==> config.mk <==
export PLATFORM = sky130hd
export DESIGN_NAME = quant_proc_arbiter
export DESIGN_NICKNAME = d
export VERILOG_FILES = /design/src/rtl/quant_proc_arbiter.sv
export SDC_FILE = /design/constraint.sdc
export NUM_CORES = 1
export LEC_CHECK = 0
export ABC_AREA = 0
export CORE_AREA = 2 2 144 146
export DETAILED_ROUTE_END_ITERATION = 8
export DIE_AREA = 0 0 146 148
export PLACE_DENSITY = 0.65
export SYNTH_ARGS = -nofsm -noshare
export SYNTH_HDL_FRONTEND = slang
export SYNTH_SLANG_ARGS = --single-unit
export TNS_END_PERCENT = 30
==> constraint.sdc <==
create_clock -name clk -period 2.08 [get_ports clk]
set_input_delay 0.208 -clock clk [delete_from_list [all_inputs] [get_ports clk]]
set_output_delay 0.208 -clock clk [all_outputs]
set_load 0.01 [all_outputs]
==> src/rtl/quant_proc_arbiter.sv <==
`default_nettype none
// ============================================================================
//  Module   : quant_proc_arbiter
//  Purpose  : Round-robin arbiter granting NUM_REQ requesters exclusive use of
//             one quantum processor.
//             Optional watchdog abort in RUN is enabled by defining QPA_WATCHDOG_EN.
//  Revision : 1.0 - initial release
// ============================================================================
module quant_proc_arbiter #(
    parameter int NUM_REQ        = 4,
    parameter int DNA_WIDTH      = 32,
    parameter int AGING_WIDTH    = 8,
    parameter int TIMEOUT_CYCLES = 1024
) (
    input  logic                           clk,
    input  logic                           rst,
    input  logic [NUM_REQ-1:0]             req_valid,
    input  logic [NUM_REQ*DNA_WIDTH-1:0]   req_dna,
    input  logic [NUM_REQ*AGING_WIDTH-1:0] req_aging,
    input  logic [NUM_REQ*2-1:0]           req_gate,
    output logic [NUM_REQ-1:0]             req_ready,
    output logic [NUM_REQ-1:0]             rsp_valid,
    output logic [DNA_WIDTH-1:0]           rsp_dna,
    output logic [15:0]                    rsp_entropy,
    output logic [7:0]                     rsp_mutation,
    output logic                           rsp_timeout,
    output logic                           proc_start,
    output logic [DNA_WIDTH-1:0]           proc_dna_sequence,
    output logic [AGING_WIDTH-1:0]         proc_aging_factor,
    output logic [1:0]                     proc_gate_select,
    input  logic [DNA_WIDTH-1:0]           proc_processed_dna,
    input  logic [15:0]                    proc_entropy_measure,
    input  logic [7:0]                     proc_mutation_count,
    input  logic                           proc_processing_done,
    output logic                           busy,
    output logic [$clog2(NUM_REQ)-1:0]     grant_id,
    output logic [15:0]                    grant_count,
    output logic [7:0]                     timeout_count
);

    localparam int c_ID_W = $clog2(NUM_REQ);
    localparam int c_WD_W = $clog2(TIMEOUT_CYCLES + 1);
`ifdef QPA_WATCHDOG_EN
    localparam bit c_WD_EN = 1'b1;
`else
    localparam bit c_WD_EN = 1'b0;
`endif
    localparam logic [DNA_WIDTH-1:0] c_TO_DNA = DNA_WIDTH'(32'hDEADBEEF);

    typedef enum logic [1:0] {
        S_IDLE   = 2'd0,
        S_ACCEPT = 2'd1,
        S_RUN    = 2'd2,
        S_RESP   = 2'd3
    } state_t;

    typedef logic [c_ID_W:0] idx_ext_t;

    state_t                  state_q, state_d;
    logic [c_ID_W-1:0]       last_winner_q, last_winner_d;
    logic [c_ID_W-1:0]       grant_id_q, grant_id_d;
    logic [NUM_REQ-1:0]      req_ready_q, req_ready_d;
    logic [NUM_REQ-1:0]      rsp_valid_q, rsp_valid_d;
    logic [DNA_WIDTH-1:0]    rsp_dna_q, rsp_dna_d;
    logic [15:0]             rsp_entropy_q, rsp_entropy_d;
    logic [7:0]              rsp_mutation_q, rsp_mutation_d;
    logic                    rsp_timeout_q, rsp_timeout_d;
    logic                    proc_start_q, proc_start_d;
    logic [DNA_WIDTH-1:0]    proc_dna_q, proc_dna_d;
    logic [AGING_WIDTH-1:0]  proc_aging_q, proc_aging_d;
    logic [1:0]              proc_gate_q, proc_gate_d;
    logic                    busy_q, busy_d;
    logic [15:0]             grant_count_q, grant_count_d;
    logic [7:0]              timeout_count_q, timeout_count_d;
    logic [c_WD_W-1:0]       wd_cnt_q, wd_cnt_d;

    logic [DNA_WIDTH-1:0]    w_dna   [NUM_REQ];
    logic [AGING_WIDTH-1:0]  w_aging [NUM_REQ];
    logic [1:0]              w_gate  [NUM_REQ];
    logic                    w_found;
    logic [c_ID_W-1:0]       w_winner;
    idx_ext_t                w_idx;
    logic                    w_wd_expire;

    for (genvar i = 0; i < NUM_REQ; i++) begin : g_unpack
        assign w_dna[i]   = req_dna[i*DNA_WIDTH +: DNA_WIDTH];
        assign w_aging[i] = req_aging[i*AGING_WIDTH +: AGING_WIDTH];
        assign w_gate[i]  = req_gate[i*2 +: 2];
    end

    // Round-robin search starting just after the last requester that completed a job.
    always_comb begin
        w_found  = 1'b0;
        w_winner = last_winner_q;
        w_idx    = '0;
        for (int k = 1; k <= NUM_REQ; k++) begin
            w_idx = idx_ext_t'(last_winner_q) + idx_ext_t'(k);
            if (w_idx >= idx_ext_t'(NUM_REQ)) begin
                w_idx = w_idx - idx_ext_t'(NUM_REQ);
            end
            if (!w_found && req_valid[w_idx[c_ID_W-1:0]]) begin
                w_found  = 1'b1;
                w_winner = w_idx[c_ID_W-1:0];
            end
        end
    end

    assign w_wd_expire = c_WD_EN && (wd_cnt_q == c_WD_W'(TIMEOUT_CYCLES - 1));

    always_comb begin
        state_d         = state_q;
        last_winner_d   = last_winner_q;
        grant_id_d      = grant_id_q;
        req_ready_d     = '0;
        rsp_valid_d     = '0;
        rsp_dna_d       = rsp_dna_q;
        rsp_entropy_d   = rsp_entropy_q;
        rsp_mutation_d  = rsp_mutation_q;
        rsp_timeout_d   = rsp_timeout_q;
        proc_start_d    = proc_start_q;
        proc_dna_d      = proc_dna_q;
        proc_aging_d    = proc_aging_q;
        proc_gate_d     = proc_gate_q;
        grant_count_d   = grant_count_q;
        timeout_count_d = timeout_count_q;
        wd_cnt_d        = wd_cnt_q;
        busy_d          = 1'b0;
        case (state_q)
            S_IDLE: begin
                if (w_found) begin
                    grant_id_d = w_winner;
                    state_d    = S_ACCEPT;
                end
            end
            S_ACCEPT: begin
                wd_cnt_d = '0;
                // A withdrawn request forfeits the grant without moving the round-robin pointer.
                if (req_valid[grant_id_q]) begin
                    req_ready_d[grant_id_q] = 1'b1;
                    proc_dna_d              = w_dna[grant_id_q];
                    proc_aging_d            = w_aging[grant_id_q];
                    proc_gate_d             = w_gate[grant_id_q];
                    proc_start_d            = 1'b1;
                    state_d                 = S_RUN;
                end else begin
                    state_d = S_IDLE;
                end
            end
            S_RUN: begin
                wd_cnt_d = wd_cnt_q + 1'b1;
                if (proc_processing_done) begin
                    proc_start_d   = 1'b0;
                    rsp_dna_d      = proc_processed_dna;
                    rsp_entropy_d  = proc_entropy_measure;
                    rsp_mutation_d = proc_mutation_count;
                    rsp_timeout_d  = 1'b0;
                    state_d        = S_RESP;
                end else if (w_wd_expire) begin
                    proc_start_d   = 1'b0;
                    rsp_dna_d      = c_TO_DNA;
                    rsp_entropy_d  = 16'hFFFF;
                    rsp_mutation_d = 8'hFF;
                    rsp_timeout_d  = 1'b1;
                    if (timeout_count_q != 8'hFF) begin
                        timeout_count_d = timeout_count_q + 8'd1;
                    end
                    state_d = S_RESP;
                end
            end
            S_RESP: begin
                rsp_valid_d[grant_id_q] = 1'b1;
                last_winner_d           = grant_id_q;
                grant_count_d           = grant_count_q + 16'd1;
                state_d                 = S_IDLE;
            end
            default: state_d = S_IDLE;
        endcase
        busy_d = (state_d != S_IDLE);
    end

    always_ff @(posedge clk) begin
        if (rst) begin
            state_q         <= S_IDLE;
            last_winner_q   <= c_ID_W'(NUM_REQ - 1);
            grant_id_q      <= '0;
            req_ready_q     <= '0;
            rsp_valid_q     <= '0;
            rsp_dna_q       <= '0;
            rsp_entropy_q   <= '0;
            rsp_mutation_q  <= '0;
            rsp_timeout_q   <= 1'b0;
            proc_start_q    <= 1'b0;
            proc_dna_q      <= '0;
            proc_aging_q    <= '0;
            proc_gate_q     <= '0;
            busy_q          <= 1'b0;
            grant_count_q   <= '0;
            timeout_count_q <= '0;
            wd_cnt_q        <= '0;
        end else begin
            state_q         <= state_d;
            last_winner_q   <= last_winner_d;
            grant_id_q      <= grant_id_d;
            req_ready_q     <= req_ready_d;
            rsp_valid_q     <= rsp_valid_d;
            rsp_dna_q       <= rsp_dna_d;
            rsp_entropy_q   <= rsp_entropy_d;
            rsp_mutation_q  <= rsp_mutation_d;
            rsp_timeout_q   <= rsp_timeout_d;
            proc_start_q    <= proc_start_d;
            proc_dna_q      <= proc_dna_d;
            proc_aging_q    <= proc_aging_d;
            proc_gate_q     <= proc_gate_d;
            busy_q          <= busy_d;
            grant_count_q   <= grant_count_d;
            timeout_count_q <= timeout_count_d;
            wd_cnt_q        <= wd_cnt_d;
        end
    end

    assign req_ready         = req_ready_q;
    assign rsp_valid         = rsp_valid_q;
    assign rsp_dna           = rsp_dna_q;
    assign rsp_entropy       = rsp_entropy_q;
    assign rsp_mutation      = rsp_mutation_q;
    assign rsp_timeout       = rsp_timeout_q;
    assign proc_start        = proc_start_q;
    assign proc_dna_sequence = proc_dna_q;
    assign proc_aging_factor = proc_aging_q;
    assign proc_gate_select  = proc_gate_q;
    assign busy              = busy_q;
    assign grant_id          = grant_id_q;
    assign grant_count       = grant_count_q;
    assign timeout_count     = timeout_count_q;

endmodule
`default_nettype wire

==> impl_metrics.toml, run 1 <==
[sta]
rsz0062_at_grt = "false"
final_max_slew_viol_count = 0
min_period_ns = 1.87
finalSetupViolations = 0
fmax_ghz = 0.535
finalHoldViolations = 0
fin_tns_setup_ns = 0
finClkSkew_ns = 0.0138
setup_slack_ns = 0.209
period_share = 0.899

[finish]
nets = 1215
fin_cells = 1266
final_cell_mix = "clkdlybuf4s50_1 (355), nand2_1 (207), dfxtp_1 (128)"
mostFrequentLayoutCell = "clkdlybuf4s50_1"
drive_above_1_share = 0.108
antenna_cells = 0
utilization = 0.517
synthToLayoutAreaGrowth_pct = 80.4
fillCellCount = 1897

[placed_design]
post-place-cells = 1234
port_buffers = 356
hpwl_mm = 15.5
dp_slack_ns = 0.165
gp_congestion = 0.814

[job]
cap_viol_max_count = 0

[route]
dr.pass1.iters = 5
wl_per_cell_um = 15.9
ant_nets = 0
vias = 5886
drt_iter0_drc = 245
viasPerCell = 4.65
route.detailed.drc = 0
routed_wl_mm = 20.2

[yosys]
synth_fa_ha_area_frac = 0.00218
synth_compound_area_frac = 0.106
ys_types = 37
synthSimpleGateAreaFrac = 0.201
synth_area_um2 = 5750
syn_avg_cell_area_um2 = 9.03
async_flop_share = 0
synth.yosys.seq_area_share = 0.453
synth_top_area_share = 0.453
synth_top_family_by_area = "simple AND/OR/NAND/NOR gates"
ys.flop_type = "dfxtp_1"
synth_edf_count = 0
synth_cells = 636
ys.warnings.count = 0
synth_xor_xnor_area_share = 0.0183
synth_top_cell_by_area = "dfxtp_1"
ys_ff_latch = 130
synth_mux_area_frac = 0.170
yosys-top-cells-area = "dfxtp_1 (45%), mux4_2 (17%), nand2_1 (14%)"

[global_route]
grt_pass1_wl_mm = 32.0
first_global_vias = 5924
antenna_found_initial = 0
track_usage = 0.188
grt-ovfl-total = 0
grt_max_degree = 59

[die]
core_area_um2 = 20000
die_h_um = 148
start_util = 0.287
num_rows = 52
die_area_um2 = 21600
die_x_um = 146
pin_count = 366

[critical_path]
crit_arrival_ns = 1.66
worstPathMaxFanout = 43
rr_startpoint = "grant_count[5]"
reg2reg_depth = 4
cp-startpoint = "grant_id[1]"
cp-start-kind = "flop"
critPathKind = "reg2out"
critPathRequiredTime_ns = 1.87
endpoint = "grant_id[1]"
reg2reg_slack_ns = 0.28
end_kind = "output pin"
reg2reg_to = "grant_count[15]"

[pwr]
p_sw_mw = 1.83
vdd_ir_drop_max_mv = 0.469
power_density_nw_per_um2 = 738
internal_power_mw = 5.82
p_sw_frac = 0.239
clkPwrFrac = 0.448
p_seq_frac = 0.352
combPwrFrac = 0.200
leakage_nw = 3.57

[clock_network]
ctsResizeCount = 0
insertion_delay_ns = 0.42
cts_setup_buffers = 0
cts_buffer_depth = 2
cts-buffers-inserted = 17
cts_sinks = 130
cts_root_buffer = "clkbuf_16"
clk_transition_reported_paths_ns = 0.06
hold_buffers = 0
cts_tree = "built"
h-tree-depth = 4

[worst_hold_path]
hold_class = "in2reg"

[outcome]
status = "complete, no violations"
[area by class of cell]
cell class | instances | area, µm² | share of cell area
Multi-Input combinational cell | 452 | 2900 | 0.280
Tap cell | 270 | 338 | 0.0326
Clock buffer | 18 | 429 | 0.0414
Sequential cell | 130 | 2610 | 0.252
Clock inverter | 14 | 248 | 0.0239
Timing Repair Buffer | 379 | 3830 | 0.370
Inverter | 3 | 11.3 | 0.00109
[worst min path at each step]
stage	startpoint	to	slack, ns	cells after the start
2_1_floorplan	proc_processed_dna[0]	rsp_dna[0]	0.34	2
3_3_place_gp	proc_dna_sequence[5]	proc_dna_sequence[5]	0.44	2
3_5_place_dp	proc_dna_sequence[19]	proc_dna_sequence[19]	0.45	2
4_1_cts	rst	rsp_entropy[5]	0.23	2
5_1_grt	rst	rsp_entropy[14]	0.24	2
6_report	rst	rsp_entropy[5]	0.23	2
[kinds of logic (layout without fill, tap and decap cells)]
kind of cell / count (synthesis) / after routing
AO/OA/AOI/OAI: 117 / 117
adder cells (fa/ha/maj): 1 / 1
multiplexers: 44 / 44
AND/OR/NAND/NOR: 269 / 269
XOR/XNOR: 12 / 12
buffers and inverters: 62 / 414
flip-flops: 130 / 130
other: 1 / 9
[state kept, by name, indices dropped and copies added, names as in the netlist]
name	count
rsp_entropy	16
proc_aging_factor	8
state_q	2
req_ready	4
rsp_dna	32
proc_dna_sequence	32
last_winner_q	2
proc_start	1
proc_gate_select	2
rsp_valid	4
grant_id	2
busy	1
grant_count	16
rsp_mutation	8
[power groups by stage]
stage	Clock [mW]	Sequential, mW	Combinational, mW
floorplan	0	2.78	0.637
global placement	0	2.75	1.55
detailed placement	0	2.75	1.55
CTS	3.51	2.70	1.55
global route	3.65	2.71	1.65
finish	3.42	2.69	1.53
[per-layer routing]
layer | wire length [µm] | track usage | vias up
li1 | - | - | 2873
met1 | 7700 | 0.202 | 2718
met2 | 10400 | 0.340 | 264
met3 | 1560 | 0.0676 | 31
met4 | 477 | 0.0675 | 0
met5 | 0 | 0 | -
[per-stage QoR]
step	hold WS, ns	area, µm²	power (mW)
after floorplan	0.344	5780	3.42
after global placement	0.441	9690	4.29
after detailed placement	0.446	9690	4.30
after CTS	0.235	10400	7.76
after global routing	0.243	10400	8.00
final	0.235	10400	7.65
[cells in the mapped netlist (5+ instances only)]
cell        n
nand2_1   207
dfxtp_1   130
a21oi_1   107
mux4_2     43
clkbuf_1   31
nor2_1     19
buf_2      13
buf_4       9
xnor2_1     7
buf_1       6
nor3_1      6
nand3_1     5
nor4_1      5
xor2_1      5
[worst max-delay path, cell delays in order (launching register included)]
cell,delay (ns)
dfxtp_2,0.37
buf_12,0.23
clkdlybuf4s50_1,0.60
No activity file was read; power rests on OpenSTA's default activity.
==> inputs of run 2 (changes only) <==
--- a/config.mk
+++ b/config.mk
@@ -9,6 +9,7 @@
 export CORE_AREA = 2 2 144 146
 export DETAILED_ROUTE_END_ITERATION = 8
 export DIE_AREA = 0 0 146 148
+export GPL_TIMING_DRIVEN = 0
 export PLACE_DENSITY = 0.65
 export SYNTH_ARGS = -nofsm -noshare
 export SYNTH_HDL_FRONTEND = slang
==> run 2 against run 1 <==
- via count increased by 1.8%
- critical path type is now reg2reg
- power decreased by 3.9%
- sequential share of layout area about the same
==> impl_metrics.toml, run 2 (synthesis results as in run 1) <==
[sta]
rsz0062_at_grt = "false"
final_max_slew_viol_count = 0
setup_slack_ns = 0.139
worst_pin_slew_ns = 0.683
hold_slack_ns = 0.342
finalSetupViolations = 0
finClkSkew_ns = 0.00603
maxSlewHeadroom = 0.545
period_share = 0.933
fmax_ghz = 0.515
min_period_ns = 1.94
finalHoldViolations = 0

[critical_path]
reg2reg_slack_ns = 0.14
cp-start-kind = "flop"
worstPathMaxFanout = 10
crit_arrival_ns = 2.21
critPathRequiredTime_ns = 2.35
end_kind = "flop"
critPathKind = "reg2reg"

[placed_design]
port_buffers = 355
dp_slack_ns = -0.171
placedInstanceArea_um2 = 9670
hpwl_mm = 17.2
post-place-cells = 1269
gp_congestion = 0.826

[die]
die_area_um2 = 21600
die_h_um = 148
num_rows = 52
core_area_um2 = 20000
start_util = 0.287
pin_count = 366
die_x_um = 146

[clock_network]
cts_root_buffer = "clkbuf_16"
cts_sinks = 130
cts_buffer_depth = 2
cts-buffers-inserted = 17
insertion_delay_ns = 0.41
cts_tree = "built"
hold_buffers = 0
h-tree-depth = 4
clk_transition_reported_paths_ns = 0.06

[pwr]
clkPwrFrac = 0.424
p_sw_mw = 1.87
p_sw_frac = 0.255
vdd_ir_drop_max_mv = 0.435
combPwrFrac = 0.211
leakage_nw = 3.58
power_density_nw_per_um2 = 711
internal_power_mw = 5.48
p_seq_frac = 0.364

[finish]
finalInstanceArea_um2 = 10300
synthToLayoutAreaGrowth_pct = 79.9
fillCellCount = 1936
utilization = 0.516
seqCellArea_um2 = 2600
drive_above_1_share = 0.108
final_cell_mix = "clkdlybuf4s50_1 (355), nand2_1 (207), dfxtp_1 (130)"
nets = 1253
multi_input_area_um2 = 2890
mostFrequentLayoutCell = "clkdlybuf4s50_1"
fin_cells = 1305

[route]
ant_nets = 0
drt_iter0_drc = 186
wl_per_cell_um = 16.3
vias = 5991
viasPerCell = 4.59
routed_wl_mm = 21.3
route.detailed.drc = 0
dr.pass1.iters = 4

[outcome]
status = "complete, no violations"

[global_route]
track_usage = 0.196
use_met1 = 0.213
grt-ovfl-total = 0
met2_usage = 0.358
first_global_vias = 6117
grt_pass1_wl_mm = 32.9
grt_max_degree = 17
antenna_found_initial = 1
busiest_layer = "met2"
grt_util_met3 = 0.0651

[job]
cap_viol_max_count = 0

[worst_hold_path]
hold_class = "in2reg"
run 2: power by group through the flow:
stage,clock network (mW),logic [mW],registers [mW]
floorplan,0,0.637,2.78
global placement,0,1.55,2.73
detailed placement,0,1.55,2.73
CTS,3.19,1.57,2.68
global route,3.29,1.69,2.69
finish,3.12,1.56,2.68
run 2: routing by layer:
layer	vias up	wire (µm)	share of wire
met4	0	457	0.021
met3	27	1670	0.078
li1	2950	-	-
met1	2748	8390	0.39
met2	266	10800	0.51
met5	-	0	0
run 2: worst paths after layout:
path / cells after the start / from / endpoint
max: 7 / grant_id[1] / proc_aging_factor[0]
min: 3 / proc_processed_dna[25] / rsp_dna[25]
max reg2reg: 7 / grant_id[1] / proc_aging_factor[0]
min reg2reg: 2 / proc_dna_sequence[13] / proc_dna_sequence[13]
run 2: critical path, stage by stage (launching register included):
cell	delay, ns
dfxtp_1	0.34
buf_6	0.17
mux4_2	0.54
and3b_1	0.19
buf_2	0.18
clkbuf_2	0.21
nand2_1	0.10
a21oi_1	0.06
run 2: area by class of cell:
class | instances | share of cell area
timing repair buffer | 358 | 0.347
buffer | 59 | 0.0276
inverter | 3 | 0.00109
sequential | 130 | 0.252
tap | 270 | 0.0327
antenna | 1 | 0.000242
clock buffer | 18 | 0.0425
multi-input combinational | 452 | 0.280
clock inverter | 14 | 0.0172
run 2: repair_timing:
action	in CTS	in global routing
buffers inserted	3	0
endpoints found under the setup margin	41	62
gates resized for setup	2	11
cloned	0	0
run 2: per-stage QoR:
stage	power (mW)	TNS [ns]
floorplan	3.42	0
global placement	4.28	-5.92
detailed placement	4.28	-6.16
CTS	7.45	0
global route	7.67	0
finish	7.35	0
==> inputs of run 3 (changes only) <==
--- a/config.mk
+++ b/config.mk
@@ -11,6 +11,7 @@
 export DIE_AREA = 0 0 146 148
 export GPL_TIMING_DRIVEN = 0
 export PLACE_DENSITY = 0.65
+export SKIP_LAST_GASP = 1
 export SYNTH_ARGS = -nofsm -noshare
 export SYNTH_HDL_FRONTEND = slang
 export SYNTH_SLANG_ARGS = --single-unit
==> run 3 against run 2 <==
- setup slack lost 0.010 ns
- final area is essentially flat
- sequential power about the same
- global-route usage is the same
- clock skew about the same
- via count decreased by 0.43%
- critical path type unchanged
- largest power group unchanged
- highest routed layer unchanged
==> impl_metrics.toml, run 3 (synthesis results as in run 1) <==
[critical_path]
crit_arrival_ns = 2.23
rr_startpoint = "grant_id[1]"
cp_cell_sequence = "buf_6 -> mux4_2 -> and3b_1 -> buf_2 -> clkbuf_2 -> a21oi_1 -> nor2_1"
critPathKind = "reg2reg"
reg2reg_depth = 7
max_stage_delay_ns = 0.54
reg2reg_slack_ns = 0.13
cp-start-kind = "flop"
crit_slowest_cell = "mux4_2"
end_kind = "flop"
reg2reg_to = "proc_start"
worstPathMaxFanout = 10
critPathRequiredTime_ns = 2.36

[sta]
finClkSkew_ns = 0.00603
fin_tns_setup_ns = 0
finalSetupViolations = 0
finalHoldViolations = 0
worst_pin_slew_ns = 0.700
final_max_slew_viol_count = 0
fmax_ghz = 0.513
period_share = 0.938
rsz0062_at_grt = "true"
maxSlewHeadroom = 0.533
min_period_ns = 1.95

[pwr]
p_sw_mw = 1.87
internal_power_mw = 5.48
leakage_nw = 3.58
power_density_nw_per_um2 = 711
clkPwrFrac = 0.424
total_power_mw = 7.35
p_seq_frac = 0.364
vdd_ir_drop_max_mv = 0.435
p_sw_frac = 0.255
combPwrFrac = 0.211

[job]
cap_viol_max_count = 0

[placed_design]
placedInstanceArea_um2 = 9670
gp_congestion = 0.826
port_buffers = 355
hpwl_mm = 17.2

[die]
core_area_um2 = 20000
die_h_um = 148
pin_count = 366
die_area_um2 = 21600
start_util = 0.287
num_rows = 52
die_x_um = 146

[global_route]
antenna_found_initial = 1
track_usage = 0.196
first_global_vias = 6117
grt_pass1_wl_mm = 32.9
grt-ovfl-total = 0
grt_max_degree = 17

[clock_network]
cts_sinks = 130
insertion_delay_ns = 0.41
h-tree-depth = 4
clk_transition_reported_paths_ns = 0.06
cts_buffer_depth = 2
cts_root_buffer = "clkbuf_16"
cts_tree = "built"
cts-buffers-inserted = 17
hold_buffers = 0

[route]
drt-met1-wl_mm = 8.37
wl_met2_mm = 10.8
wl_met3_mm = 1.67
dr.pass1.iters = 4
vias = 5965
route.detailed.drc = 0
routed_wl_mm = 21.3
highest_layer = "met4"
ant_nets = 0
wl_per_cell_um = 16.3
viasPerCell = 4.57
drt_iter0_drc = 207

[outcome]
status = "complete, no violations"

[worst_hold_path]
hold_end = "rsp_dna[25]"
min_from = "proc_processed_dna[25]"
hold_class = "in2reg"
holdPathStages = 3

[finish]
nets = 1253
mostFrequentLayoutCell = "clkdlybuf4s50_1"
drive_above_1_share = 0.107
final_cell_mix = "clkdlybuf4s50_1 (355), nand2_1 (207), dfxtp_1 (130)"
synthToLayoutAreaGrowth_pct = 79.9
finalInstanceArea_um2 = 10300
run 3: what timing repair did:
| action | 4_1_cts | 5_1_grt |
|---|---|---|
| resized for setup | 2 | 9 |
| gates cloned | 0 | 0 |
| buffers inserted | 3 | 0 |
| endpoints found under the setup margin | 41 | 62 |
run 3: layout make-up:
type	instances	area [µm²]
diodes	1	2.50
plain buffers	59	284
clock buffers	18	439
clock inverters	14	178
fillers	1934	9710
inverters	3	11.3
multi-input cells	452	2890
flip-flops and latches	130	2600
well taps	270	338
repair buffers	358	3590
run 3: power by group through the flow:
stage                     clock network (mW)  registers (mW)  logic, mW
after global placement                     0            2.73       1.55
after global routing                    3.29            2.69       1.69
after CTS                               3.19            2.68       1.57
final                                   3.12            2.68       1.55
after detailed placement                   0            2.73       1.55
after floorplan                            0            2.78      0.637
run 3: critical path: cells and delay by family, from the launching register on:
family	cells	cell delay, ns
and+or+nand+nor	2	0.24
DFF	1	0.34
muxes	1	0.54
AOI/OAI and AO/OA	1	0.14
buffers and inverters	3	0.56
run 3: worst max-delay path by stage:
| stage | start | to | cells after the start |
|---|---|---|---|
| 6_report | grant_id[1] | proc_start | 7 |
| 3_5_place_dp | req_valid[3] | proc_aging_factor[0] | 6 |
| 3_3_place_gp | req_valid[3] | proc_start | 7 |
| 4_1_cts | grant_id[1] | proc_dna_sequence[30] | 7 |
| 5_1_grt | grant_id[1] | proc_start | 7 |
| 2_1_floorplan | grant_id[1] | proc_start | 7 |
run 3: metal layers:
metal	global-route usage	vias up
li1	-	2952
met1	0.213	2730
met2	0.358	256
met3	0.0651	27
met4	0.0709	0
met5	0	-
run 3: metrics by stage:
| step | utilization | worst slack, ns | hold slack (ns) | cells |
|---|---|---|---|---|
| after floorplan | - | 0.235 | 0.344 | 644 |
| after global placement | 0.482 | -0.182 | 0.440 | 1269 |
| after detailed placement | 0.482 | -0.171 | 0.447 | 1269 |
| after CTS | 0.515 | 0.0126 | 0.322 | 1304 |
| after global routing | 0.516 | -0.0278 | 0.337 | 1305 |
| final | 0.516 | 0.129 | 0.342 | 1305 |
